$ cat src/rtl/pos_delay_line.sv
// pos_delay_line: stallable multi-channel delay line with per-stage valid bits.
// Carries CH lanes of W-bit position data through DEPTH register stages so
// that the data lines up with the latency of the downstream timing and draw
// stages. Supports a stall (en), a synchronous flush, occupancy reporting and
// an optional hold-last-valid mode that keeps bubble data off the output.
module pos_delay_line #(
    parameter int W         = 12,
    parameter int CH        = 2,
    parameter int DEPTH     = 2,
    parameter int HOLD_LAST = 1
) (
    input  logic                         pclk,
    input  logic                         rst_n,
    input  logic                         en,
    input  logic                         flush,
    input  logic                         valid_in,
    input  logic [CH*W-1:0]              data_in,
    output logic [CH*W-1:0]              data_out,
    output logic                         valid_out,
    output logic [$clog2(DEPTH+1)-1:0]   fill
);

    localparam int DW = CH * W;
    localparam int FW = $clog2(DEPTH + 1);
    localparam bit HOLD = (HOLD_LAST == 1);

    // Reject parameter values the datapath is not built for.
    if (W < 1) begin : g_bad_w
        $error("pos_delay_line: W must be >= 1");
    end
    if (CH < 1) begin : g_bad_ch
        $error("pos_delay_line: CH must be >= 1");
    end
    if (DEPTH < 1) begin : g_bad_depth
        $error("pos_delay_line: DEPTH must be >= 1");
    end
    if (HOLD_LAST != 0 && HOLD_LAST != 1) begin : g_bad_hold
        $error("pos_delay_line: HOLD_LAST must be 0 or 1");
    end

    logic [DW-1:0]  d     [DEPTH];
    logic [DEPTH-1:0] v;

    // Source of each stage: stage 0 takes the input, stage k takes stage k-1.
    // Widening by one entry keeps every index in range, including DEPTH=1.
    logic [DEPTH:0] v_src;
    logic [DW-1:0]  d_src [DEPTH+1];
    logic [DW-1:0]  d_nxt [DEPTH];
    logic [FW:0]    fill_sum;

    assign v_src = {v, valid_in};

    // Build the per-stage data source list.
    always_comb begin
        d_src[0] = data_in;
        for (int k = 0; k < DEPTH; k++) begin
            d_src[k+1] = d[k];
        end
    end

    // In hold-last mode a stage only loads when the sample reaching it is
    // valid, so each stage keeps the most recent valid sample it has seen.
    always_comb begin
        for (int k = 0; k < DEPTH; k++) begin
            d_nxt[k] = (!HOLD || v_src[k]) ? d_src[k] : d[k];
        end
    end

    // One sample enters and one leaves per advance, so the extra bit only
    // absorbs the intermediate borrow; the result always fits in FW bits.
    assign fill_sum = {1'b0, fill}
                    + {{FW{1'b0}}, valid_in}
                    - {{FW{1'b0}}, v[DEPTH-1]};

    // Stage registers: reset, then flush, then advance; otherwise hold.
    always_ff @(posedge pclk or negedge rst_n) begin
        if (!rst_n) begin
            for (int k = 0; k < DEPTH; k++) begin
                d[k] <= '0;
            end
            v    <= '0;
            fill <= '0;
        end else if (flush) begin
            for (int k = 0; k < DEPTH; k++) begin
                d[k] <= '0;
            end
            v    <= '0;
            fill <= '0;
        end else if (en) begin
            for (int k = 0; k < DEPTH; k++) begin
                d[k] <= d_nxt[k];
            end
            v    <= v_src[DEPTH-1:0];
            fill <= fill_sum[FW-1:0];
        end
    end

    assign data_out  = d[DEPTH-1];
    assign valid_out = v[DEPTH-1];

endmodule

$ cat config.mk
export PLATFORM = sky130hd
export DESIGN_NAME = pos_delay_line
export DESIGN_NICKNAME = d
export VERILOG_FILES = /design/src/rtl/pos_delay_line.sv
export SDC_FILE = /design/constraint.sdc
export NUM_CORES = 1
export LEC_CHECK = 0
export CORE_ASPECT_RATIO = 0.5
export CORE_MARGIN = 1.5
export CORE_UTILIZATION = 45
export CTS_BUF_LIST = sky130_fd_sc_hd__clkbuf_4
export DETAILED_ROUTE_END_ITERATION = 6
export PLACE_DENSITY_LB_ADDON = 0.3
export SETUP_SLACK_MARGIN = 0.15
export SLEW_MARGIN = 5
export SYNTH_ARGS = -nofsm -noshare
export SYNTH_HDL_FRONTEND = slang
export SYNTH_SLANG_ARGS = --single-unit
$ cat constraint.sdc
create_clock -name pclk -period 4.3 [get_ports pclk]
set_clock_uncertainty 0.05 [all_clocks]
set_input_delay 0.645 -clock pclk [delete_from_list [all_inputs] [get_ports pclk]]
set_output_delay 0.645 -clock pclk [all_outputs]
set_load 0.02 [all_outputs]
==> results of run 1 <==
==> layout make-up <==
class | count | share of cell area [%]
Tap cell | 70 | 3.15
Sequential cell | 52 | 46.8
Timing Repair Buffer | 55 | 19.4
Clock buffer | 5 | 1.35
Inverter | 2 | 0.270
Clock inverter | 3 | 0.495
Multi-Input combinational cell | 161 | 28.6
==> worst max-delay path, delay by kind of cell <==
family                 cells  cell delay [ns]
AND/OR/NAND/NOR            2             0.92
AO/OA/AOI/OAI              1             0.15
buffers and inverters      1             0.63
==> metrics by stage <==
stage | worst slack, ns | utilization [%] | area [um^2]
global placement | 1.85 | 54.4 | 2730
global route | 2.00 | 55.4 | 2780
CTS | 2.18 | 55.4 | 2780
floorplan | 2.72 | - | 2400
finish | 2.19 | 55.4 | 2780
detailed placement | 1.79 | 54.4 | 2730
==> registers in the layout (all words and copies together) (netlist names) <==
name,cells
d,24
data_out,24
fill,2
v,2
==> final timing paths <==
kind,start,endpoint,slack (ns),cells past startpoint
hold / removal,rst_n,data_out[8]$_DFFE_PN0P_,0.42,1
setup reg to reg,v[1]$_DFFE_PN0P_,fill[1]$_DFFE_PN0P_,2.74,6
hold reg to reg,d[24]$_DFFE_PN0P_,data_out[0]$_DFFE_PN0P_,0.48,2
setup / recovery,en,data_out[22]$_DFFE_PN0P_,2.19,4
min in group pclk,d[24]$_DFFE_PN0P_,data_out[0]$_DFFE_PN0P_,0.48,2
max in group asynchronous,rst_n,data_out[15]$_DFFE_PN0P_,3.09,1
==> layout by cell type (no fill, tap or decap), types with 2 or more instances in the layout <==
cell type / n
nand2b_1: 3
buf_2: 2
clkdlybuf4s50_1: 53
nor2_1: 2
nand2_1: 97
a21oi_2: 20
clkinv_2: 2
clkbuf_4: 5
a21oi_1: 31
inv_1: 2
dfrtp_1: 52
ha_1: 2
==> metal layers <==
| metal | track usage [%] | vias up | wire [um] |
|---|---|---|---|
| met5 | 0 | - | 0 |
| met4 | 8.78 | 0 | 73 |
| met3 | 4.29 | 10 | 170 |
| met2 | 27.4 | 33 | 2070 |
| met1 | 20.4 | 771 | 2120 |
| li1 | - | 829 | - |
==> power groups by stage <==
stage          Combinational [mW]  Clock [mW]  Sequential, mW
3_3_place_gp               0.0920           0           0.519
2_1_floorplan              0.0508           0           0.520
3_5_place_dp               0.0941           0           0.519
4_1_cts                    0.0942       0.217           0.510
5_1_grt                     0.104       0.232           0.512
6_report                   0.0923       0.207           0.510
==> cell families (layout without fill, tap and decap cells) <==
family / Yosys count / after routing
AO/OA/AOI/OAI: 52 / 52
AND/OR/NAND/NOR: 105 / 105
XOR/XNOR: 1 / 1
buffers and inverters: 43 / 65
multiplexers: 1 / 1
flip-flops: 52 / 52
adder cells (fa/ha/maj): 2 / 2
==> run summary, run 1 <==
Setup tns final -> 0 ns
CP max FO -> 24
Slowest cell delay on critical path -> 0.75 ns
Synth Area in Simple Gates -> 17.1%
Minimum clock period -> 2.11 ns
Slew Limit Headroom -> 24.6%
Cell count after synthesis -> 256
Grt ovf -> 0
Critical path required time -> 4.54 ns
Max clock buf depth -> 2
Via/cell ratio -> 4.72
Max IR drop VDD -> 119 uV
Outcome -> finished clean
CTS resizes -> 0
Initial antenna violation count -> 0
Mapped Nets -> 287
Vias -> 1643
Hold Path Class -> input pin to asynchronous set/reset pin
Hold slack -> 0.416 ns
Syn. warnings -> 0
I/O Pins -> 56
#FFs+latches synth -> 52
Area grow syn2layout -> 15.8%
Vias in the first global route -> 1538
Most frequent cell after synthesis -> nand2_1
Yosys top cell area share -> 54.1%
Share of cells above drive strength 1 -> 11.5%
Largest net degree at the start of global routing -> 54
Leak -> 1.14 nW
Final ANT Viol Nets -> 0
Placed insts -> 340
Power, Total -> 810 uW
RSZ-0062 raised after global routing -> false
Critical Path AT -> 2.35 ns
Fraction of the cycle the final worst path needs -> 49.0%
# DRC -> 0
Die W -> 106 um
Synth cell types -> 18
Register area -> 1300 um^2
Mapped cell area -> 2400 um^2
Clock Power Share -> 25.6%
Clock latency on the worst-skew pair -> 0.36 ns
Worst-Margin Slew -> 1.13 ns
Worst setup EP type -> register
Area of the die -> 5820 um^2
CTS clock-pin slew for the worst setup and hold paths -> 0.14 ns
CTS Root Buffer Type -> clkbuf_4
Fillers -> 474
Flop pwr share -> 63.0%
Die H -> 54.7 um
P_int -> 603 uW
Placer Congestion -> 0.691
Largest family of logic cells by synthesized area -> simple AND/OR/NAND/NOR gates
CTS buffer count -> 5
H-tree depth -> 2
Hold Fails Final Rpt -> 0
Most frequent cells after synthesis -> nand2_1, dfrtp_1, a21oi_1
Switch share -> 25.5%
Clock sink count -> 52
Initial Util -> 47.9%
Seq/Total Area, Yosys -> 54.1%
GR Util All Layers -> 16.5%
Postcts setup bufs -> 0
Max-Cap Viols -> 0
Switch Pwr -> 206 uW
HPWL after detailed placement -> 2.84 mm
Max Transition Viols Final -> 0
Final non-filler cell total -> 348
Pwr Density -> 291 nW/um^2
Syn Area/Cell -> 9.39 um^2
First-pass GRT wire length -> 7.04 mm
PortBufs -> 55
Post-synthesis mux area share -> 0.416%
DRT iter0 DRCs -> 30
F_max -> 0.474 GHz
Critical path class -> input pin to register
Async S/R FF share, synth -> 100%
Cts hold-fix bufs -> 0
Adder-Cell Fraction of Synth Area -> 1.04%
Startpoint Class -> input pin
Cell taking the most area after synthesis -> dfrtp_1
Wire per inst -> 12.7 um
Worst path cell trace -> clkdlybuf4s50_1 -> and2_1 -> nand2_1 -> a21oi_2
Area taken by multi-input logic gates -> 795 um^2
Nets -> 308
FP Rows -> 18
ANT cells -> 0
Slowest-stage cell, CP -> and2_1
CTS tree -> yes
CORE AREA -> 5020 um^2
Post-synth top flop -> dfrtp_1
XOR/XNOR Fraction of Synth Area -> 0.364%
Dominant cells by area after synthesis -> dfrtp_1, nand2_1, buf_4
Compound-cell area share of the yosys netlist -> 14.1%
# setup viols final -> 0
WL final -> 4.43 mm
1st-pass router iterations -> 4
Comb power frac -> 11.4%
Post-synth EDFFs -> 0
No activity file was read; power rests on OpenSTA's default activity.
==> run 2, diff against run 1 <==
==> constraint.sdc (replaced) <==
create_clock -name pclk -period 2.15 [get_ports pclk]
set_clock_uncertainty 0.05 [all_clocks]
set_input_delay 0.3225 -clock pclk [delete_from_list [all_inputs] [get_ports pclk]]
set_output_delay 0.3225 -clock pclk [all_outputs]
set_load 0.02 [all_outputs]
==> run 2 against run 1 <==
  * Total power up 120%
  * Critical path depth decreased by 3
  * Sequential cell count unchanged
  * Wire length rose by 5.1%
  * Die area is the same
  * Design area up 3.4%
  * Global-route usage grew 1.1 points
  * Utilization rose by 1.9 points
  * Sequential share of layout area is 1.5 points lower
  * Count of clock-buffer cells in the layout unchanged
  * Hold slack got worse by 0.11 ns
  * Register-to-register slack got worse by 2.2 ns
  * Critical path type is now register to primary output
==> run summary, run 2 (same netlist as run 1, synthesis figures left out) <==
CTS tree -> yes (unchanged)
Area taken by multi-input logic gates -> 795 um^2 (unchanged)
CORE AREA -> 5020 um^2 (unchanged)
Slowest-stage cell, CP -> clkdlybuf4s50_1 (was and2_1)
Fillers -> 463 (was 474)
Power, Total -> 1.74 mW (was 810 uW)
Final ANT Viol Nets -> 0 (unchanged)
CTS resizes -> 0 (unchanged)
HPWL after detailed placement -> 3.35 mm (was 2.84 mm)
Commonest cells after routing, fill and taps aside -> nand2_1, clkdlybuf4s50_1, dfrtp_1 (unchanged)
Critical R2R Capture -> fill[1]$_DFFE_PN0P_ (unchanged)
Area of the die -> 5820 um^2 (unchanged)
I/O Pins -> 56 (unchanged)
CTS clock-pin slew for the worst setup and hold paths -> 0.14 ns (about the same)
CTS buffer count -> 5 (unchanged)
Hold Path Class -> input pin to register (was input pin to asynchronous set/reset pin)
Slew Limit Headroom -> 63.1% (was 24.6%)
Via/cell ratio -> 4.73 (was 4.72)
F_max -> 0.567 GHz
Postcts setup bufs -> 0 (unchanged)
CP max FO -> 3 (was 24)
Clock latency on the worst-skew pair -> 0.35 ns (was 0.36 ns)
Slowest cell delay on critical path -> 0.62 ns (was 0.75 ns)
Max Transition Viols Final -> 0 (unchanged)
Max IR drop VDD -> 288 uV (was 119 uV)
ANT cells -> 0 (unchanged)
Die H -> 54.7 um (unchanged)
Initial antenna violation count -> 0 (unchanged)
WL final -> 4.65 mm (was 4.43 mm)
Grt ovf -> 0 (unchanged)
Leak -> 1.19 nW (was 1.14 nW)
1st-pass router iterations -> 4 (unchanged)
Cell depth of the worst setup path -> 1 (was 4)
Fraction of the cycle the final worst path needs -> 82.0%
Max-Cap Viols -> 0 (unchanged)
Routed length on met3 -> 156 um (was 170 um)
FP Rows -> 18 (unchanged)
Setup tns final -> 0 ns (unchanged)
Nets -> 317 (was 308)
Hold slack -> 0.309 ns (was 0.416 ns)
First-pass GRT wire length -> 7.73 mm (was 7.04 mm)
GR Util All Layers -> 17.5% (was 16.5%)
Vias -> 1687 (was 1643)
Startpoint Class -> register (was input pin)
Worst setup EP type -> primary output (was register)
CTS Root Buffer Type -> clkbuf_4 (unchanged)
Reg-to-reg critical path startpoint -> v[1]$_DFFE_PN0P_ (unchanged)
Top sig layer -> met4 (unchanged)
Placer Congestion -> 0.732 (was 0.691)
Critical path class -> register to primary output (was input pin to register)
Commonest non-fill, non-tap cell in the layout -> nand2_1 (unchanged)
Critical path's top delay family -> buffers and inverters (was simple AND/OR/NAND/NOR gates)
CP endpoint -> valid_out (was data_out[22]$_DFFE_PN0P_)
Routed length on met2 -> 2.19 mm (was 2.07 mm)
Buffers plus inverters on the worst setup path -> 1 (unchanged)
RSZ-0062 raised after global routing -> false (unchanged)
Area grow syn2layout -> 19.7% (was 15.8%)
Register area -> 1300 um^2 (unchanged)
Clock sink count -> 52 (unchanged)
Outcome -> finished clean (unchanged)
Worst path cell trace -> clkdlybuf4s50_1 (was clkdlybuf4s50_1 -> and2_1 -> nand2_1 -> a21oi_2)
Max clock buf depth -> 2 (unchanged)
Worst-Margin Slew -> 0.554 ns (was 1.13 ns)
Vias in the first global route -> 1709 (was 1538)
Critical Path AT -> 1.39 ns (was 2.35 ns)
PortBufs -> 55 (unchanged)
Minimum clock period -> 1.76 ns
H-tree depth -> 2 (unchanged)
# setup viols final -> 0 (unchanged)
Die W -> 106 um (unchanged)
Wire per inst -> 13.0 um (was 12.7 um)
Pwr Density -> 606 nW/um^2 (was 291 nW/um^2)
Largest net degree at the start of global routing -> 26 (was 54)
DRT iter0 DRCs -> 50 (was 30)
Worst R2R Path Depth -> 6 (unchanged)
Hold Fails Final Rpt -> 0 (unchanged)
CP Launch Point -> v[1]$_DFFE_PN0P_ (was en)
# DRC -> 0 (unchanged)
Share of cells above drive strength 1 -> 13.6% (was 11.5%)
R2r setup slk -> 0.54 ns (was 2.74 ns)
Critical path required time -> 1.78 ns (was 4.54 ns)
M1 WL -> 2.30 mm (was 2.12 mm)
Initial Util -> 47.9% (unchanged)
run 2: final cells by class:
type / count / area share (%)
clock buffer: 5 / 1.30
clock inverter: 3 / 1.30
inverter: 2 / 0.261
multi-input combinational: 161 / 27.6
sequential: 52 / 45.2
tap: 70 / 3.04
timing repair buffer: 64 / 21.2
run 2: metrics by stage:
| stage | setup slack (ns) | cell area, um^2 | util [%] | cells |
|---|---|---|---|---|
| global placement | 0.447 | 2790 | 55.6 | 348 |
| CTS | 0.369 | 2880 | 57.3 | 357 |
| finish | 0.386 | 2880 | 57.3 | 357 |
| floorplan | 0.571 | 2400 | - | 256 |
| detailed placement | 0.359 | 2790 | 55.6 | 348 |
| global route | 0.313 | 2880 | 57.3 | 357 |
run 2: worst min-delay path by stage:
stage | cells past startpoint | end | start | slack [ns]
finish | 2 | data_out[16]$_DFFE_PN0P_ | flush | 0.31
floorplan | 0 | d[24]$_DFFE_PN0P_ | rst_n | -0.02
CTS | 2 | data_out[16]$_DFFE_PN0P_ | flush | 0.30
global route | 2 | data_out[16]$_DFFE_PN0P_ | flush | 0.30
detailed placement | 1 | data_out[8]$_DFFE_PN0P_ | rst_n | 0.30
global placement | 1 | data_out[8]$_DFFE_PN0P_ | rst_n | 0.29
run 2: metal layers:
metal,GRT usage [%],vias up
li1,-,849
met1,22.6,804
met2,31.4,32
met3,4.05,2
met4,3.38,0
met5,0,-
run 2: timing repair:
action                                  CTS  global route
hold buffers                              1             0
hold endpoints to repair                 23             0
endpoints found under the setup margin    0             0
run 2: power by group:
| group | total (mW) | switching [mW] | internal (mW) |
|---|---|---|---|
| Clock | 0.524 | 0.286 | 0.238 |
| Sequential | 1.02 | 0.0164 | 1.01 |
| Combinational | 0.197 | 0.108 | 0.0896 |
==> run 3, diff against run 2 <==
==> constraint.sdc (replaced) <==
create_clock -name pclk -period 1.6 [get_ports pclk]
set_clock_uncertainty 0.05 [all_clocks]
set_input_delay 0.24 -clock pclk [delete_from_list [all_inputs] [get_ports pclk]]
set_output_delay 0.24 -clock pclk [all_outputs]
set_load 0.02 [all_outputs]
==> run 3 against run 2 <==
  * Total power grew 38%
  * Design area grew 2.3%
  * Combinational power grew 46%
  * Sequential cell count is the same
  * Global-route usage grew 0.17 points
  * Cell count grew 0.56%
  * Hold slack lost 0.072 ns
  * Critical endpoint is now fill[1]$_DFFE_PN0P_
  * Highest routed layer unchanged
==> run summary, run 3 (same netlist as run 1, synthesis figures left out) <==
Grt ovf -> 0 (unchanged)
Commonest cells after routing, fill and taps aside -> nand2_1, dfrtp_1, a21oi_1 (was nand2_1, clkdlybuf4s50_1, dfrtp_1)
Critical Path AT -> 1.73 ns (was 1.39 ns)
Final ANT Viol Nets -> 0 (unchanged)
Initial Util -> 47.9% (unchanged)
Buffers plus inverters on the worst setup path -> 1 (unchanged)
Critical path's top delay family -> flip-flops (was buffers and inverters)
Clock sink count -> 52 (unchanged)
Max Transition Viols Final -> 0 (unchanged)
Startpoint Class -> register (unchanged)
Vias -> 1715 (was 1687)
I/O Pins -> 56 (unchanged)
PortBufs -> 55 (unchanged)
# DRC -> 0 (unchanged)
Outcome -> finished clean (unchanged)
Hold Path Class -> input pin to register (unchanged)
ANT cells -> 0 (unchanged)
Worst-Margin Slew -> 0.566 ns (was 0.554 ns)
Max-Cap Viols -> 0 (unchanged)
Slowest cell delay on critical path -> 0.46 ns (was 0.62 ns)
HPWL after detailed placement -> 3.15 mm (was 3.35 mm)
CP max FO -> 3 (unchanged)
Worst path cell trace -> ha_4 -> inv_2 -> ha_4 -> xor2_4 -> a21oi_2 -> a31o_2 (was clkdlybuf4s50_1)
Post-DP Area -> 2850 um^2 (was 2790 um^2)
Critical path required time -> 1.83 ns (was 1.78 ns)
CTS clock-pin slew for the worst setup and hold paths -> 0.15 ns (was 0.14 ns)
Post-layout util -> 58.6% (was 57.3%)
1st-pass router iterations -> 4 (unchanged)
H-tree depth -> 2 (unchanged)
Nets -> 319 (was 317)
Placer Congestion -> 0.694 (was 0.732)
Area of the die -> 5820 um^2 (unchanged)
# setup viols final -> 0 (unchanged)
RSZ-0062 raised after global routing -> true (was false)
Slowest-stage cell, CP -> dfrtp_2 (was clkdlybuf4s50_1)
Hold Fails Final Rpt -> 0 (unchanged)
CTS tree -> yes (unchanged)
Wire per inst -> 12.9 um (was 13.0 um)
Fraction of the cycle the final worst path needs -> 94.1%
Setup tns final -> 0 ns (unchanged)
GR Util All Layers -> 17.7% (was 17.5%)
Worst setup EP type -> register (was primary output)
Area taken by multi-input logic gates -> 842 um^2 (was 795 um^2)
Slew Limit Headroom -> 62.3% (was 63.1%)
Register area -> 1300 um^2 (about the same)
F_max -> 0.664 GHz
Finished Cell Area -> 2940 um^2 (was 2880 um^2)
CP most frequent cell -> ha_4
Power, Total -> 2.40 mW (was 1.74 mW)
Fillers -> 474 (was 463)
First-pass GRT wire length -> 7.75 mm (was 7.73 mm)
Commonest non-fill, non-tap cell in the layout -> nand2_1 (unchanged)
CTS Root Buffer Type -> clkbuf_4 (unchanged)
Pwr Density -> 817 nW/um^2 (was 606 nW/um^2)
CTS buffer count -> 5 (unchanged)
Max clock buf depth -> 2 (unchanged)
Clock latency on the worst-skew pair -> 0.37 ns (was 0.35 ns)
Largest net degree at the start of global routing -> 30 (was 26)
DRT iter0 DRCs -> 52 (was 50)
Area grow syn2layout -> 22.4% (was 19.7%)
Die W -> 106 um (unchanged)
CORE AREA -> 5020 um^2 (unchanged)
Max IR drop VDD -> 448 uV (was 288 uV)
Leak -> 1.33 nW (was 1.19 nW)
Critical path class -> register to register (was register to primary output)
Die H -> 54.7 um (unchanged)
Minimum clock period -> 1.51 ns
Vias in the first global route -> 1692 (was 1709)
Share of cells above drive strength 1 -> 17.6% (was 13.6%)
Via/cell ratio -> 4.78 (was 4.73)
FP Rows -> 18 (unchanged)
Initial antenna violation count -> 0 (unchanged)
Hold slack -> 0.237 ns (was 0.309 ns)
WL final -> 4.64 mm (was 4.65 mm)
## run 3: cell type report
| cell class | instances | area share (%) |
|---|---|---|
| Timing Repair Buffer | 66 | 21.1 |
| Clock buffer | 6 | 1.53 |
| Multi-Input combinational cell | 161 | 28.6 |
| Tap cell | 70 | 2.98 |
| Clock inverter | 2 | 1.19 |
| Sequential cell | 52 | 44.3 |
| Inverter | 2 | 0.255 |
## run 3: final timing paths
path,end,start,depth (start not counted),slack [ns]
setup / recovery,fill[1]$_DFFE_PN0P_,v[1]$_DFFE_PN0P_,6,0.09
hold / removal,fill[1]$_DFFE_PN0P_,flush,3,0.24
setup reg to reg,fill[1]$_DFFE_PN0P_,v[1]$_DFFE_PN0P_,6,0.09
hold reg to reg,data_out[1]$_DFFE_PN0P_,data_out[1]$_DFFE_PN0P_,2,0.48
max in group asynchronous,data_out[5]$_DFFE_PN0P_,rst_n,3,0.62
min in group asynchronous,fill[1]$_DFFE_PN0P_,rst_n,2,0.33
## run 3: tightest hold or removal path: cells and delay by family
family                 cells  cell delay (ns)
buffers and inverters      1             0.10
AO/OA/AOI/OAI              1             0.24
AND/OR/NAND/NOR            1             0.05
## run 3: power breakdown
part / internal, mW / total (mW) / switching [mW]
Clock: 0.345 / 0.745 / 0.399
Combinational: 0.133 / 0.287 / 0.153
Sequential: 1.35 / 1.37 / 0.0202
## run 3: repair_timing
item                                    CTS  global route
endpoints found under the setup margin   28             7
setup buffers                             0             1
hold endpoints to repair                 23             0
cloned                                    0             0
pin swaps                                 3             2
hold buffers                              1             0
gates resized for setup                  28             6
## run 3: layer usage
layer	global-route usage [%]	vias up	part of all wire, %
met5	0	-	0
met3	4.52	5	4.5
li1	-	848	-
met1	21.0	829	45
met4	6.53	0	0.95
met2	32.4	33	50
## run 3: metrics by stage
stage,cells,worst slack (ns)
after floorplan,256,0.0824
after global placement,349,0.0402
after detailed placement,349,-0.00263
after CTS,358,0.125
after global routing,359,0.0423
final,359,0.0948
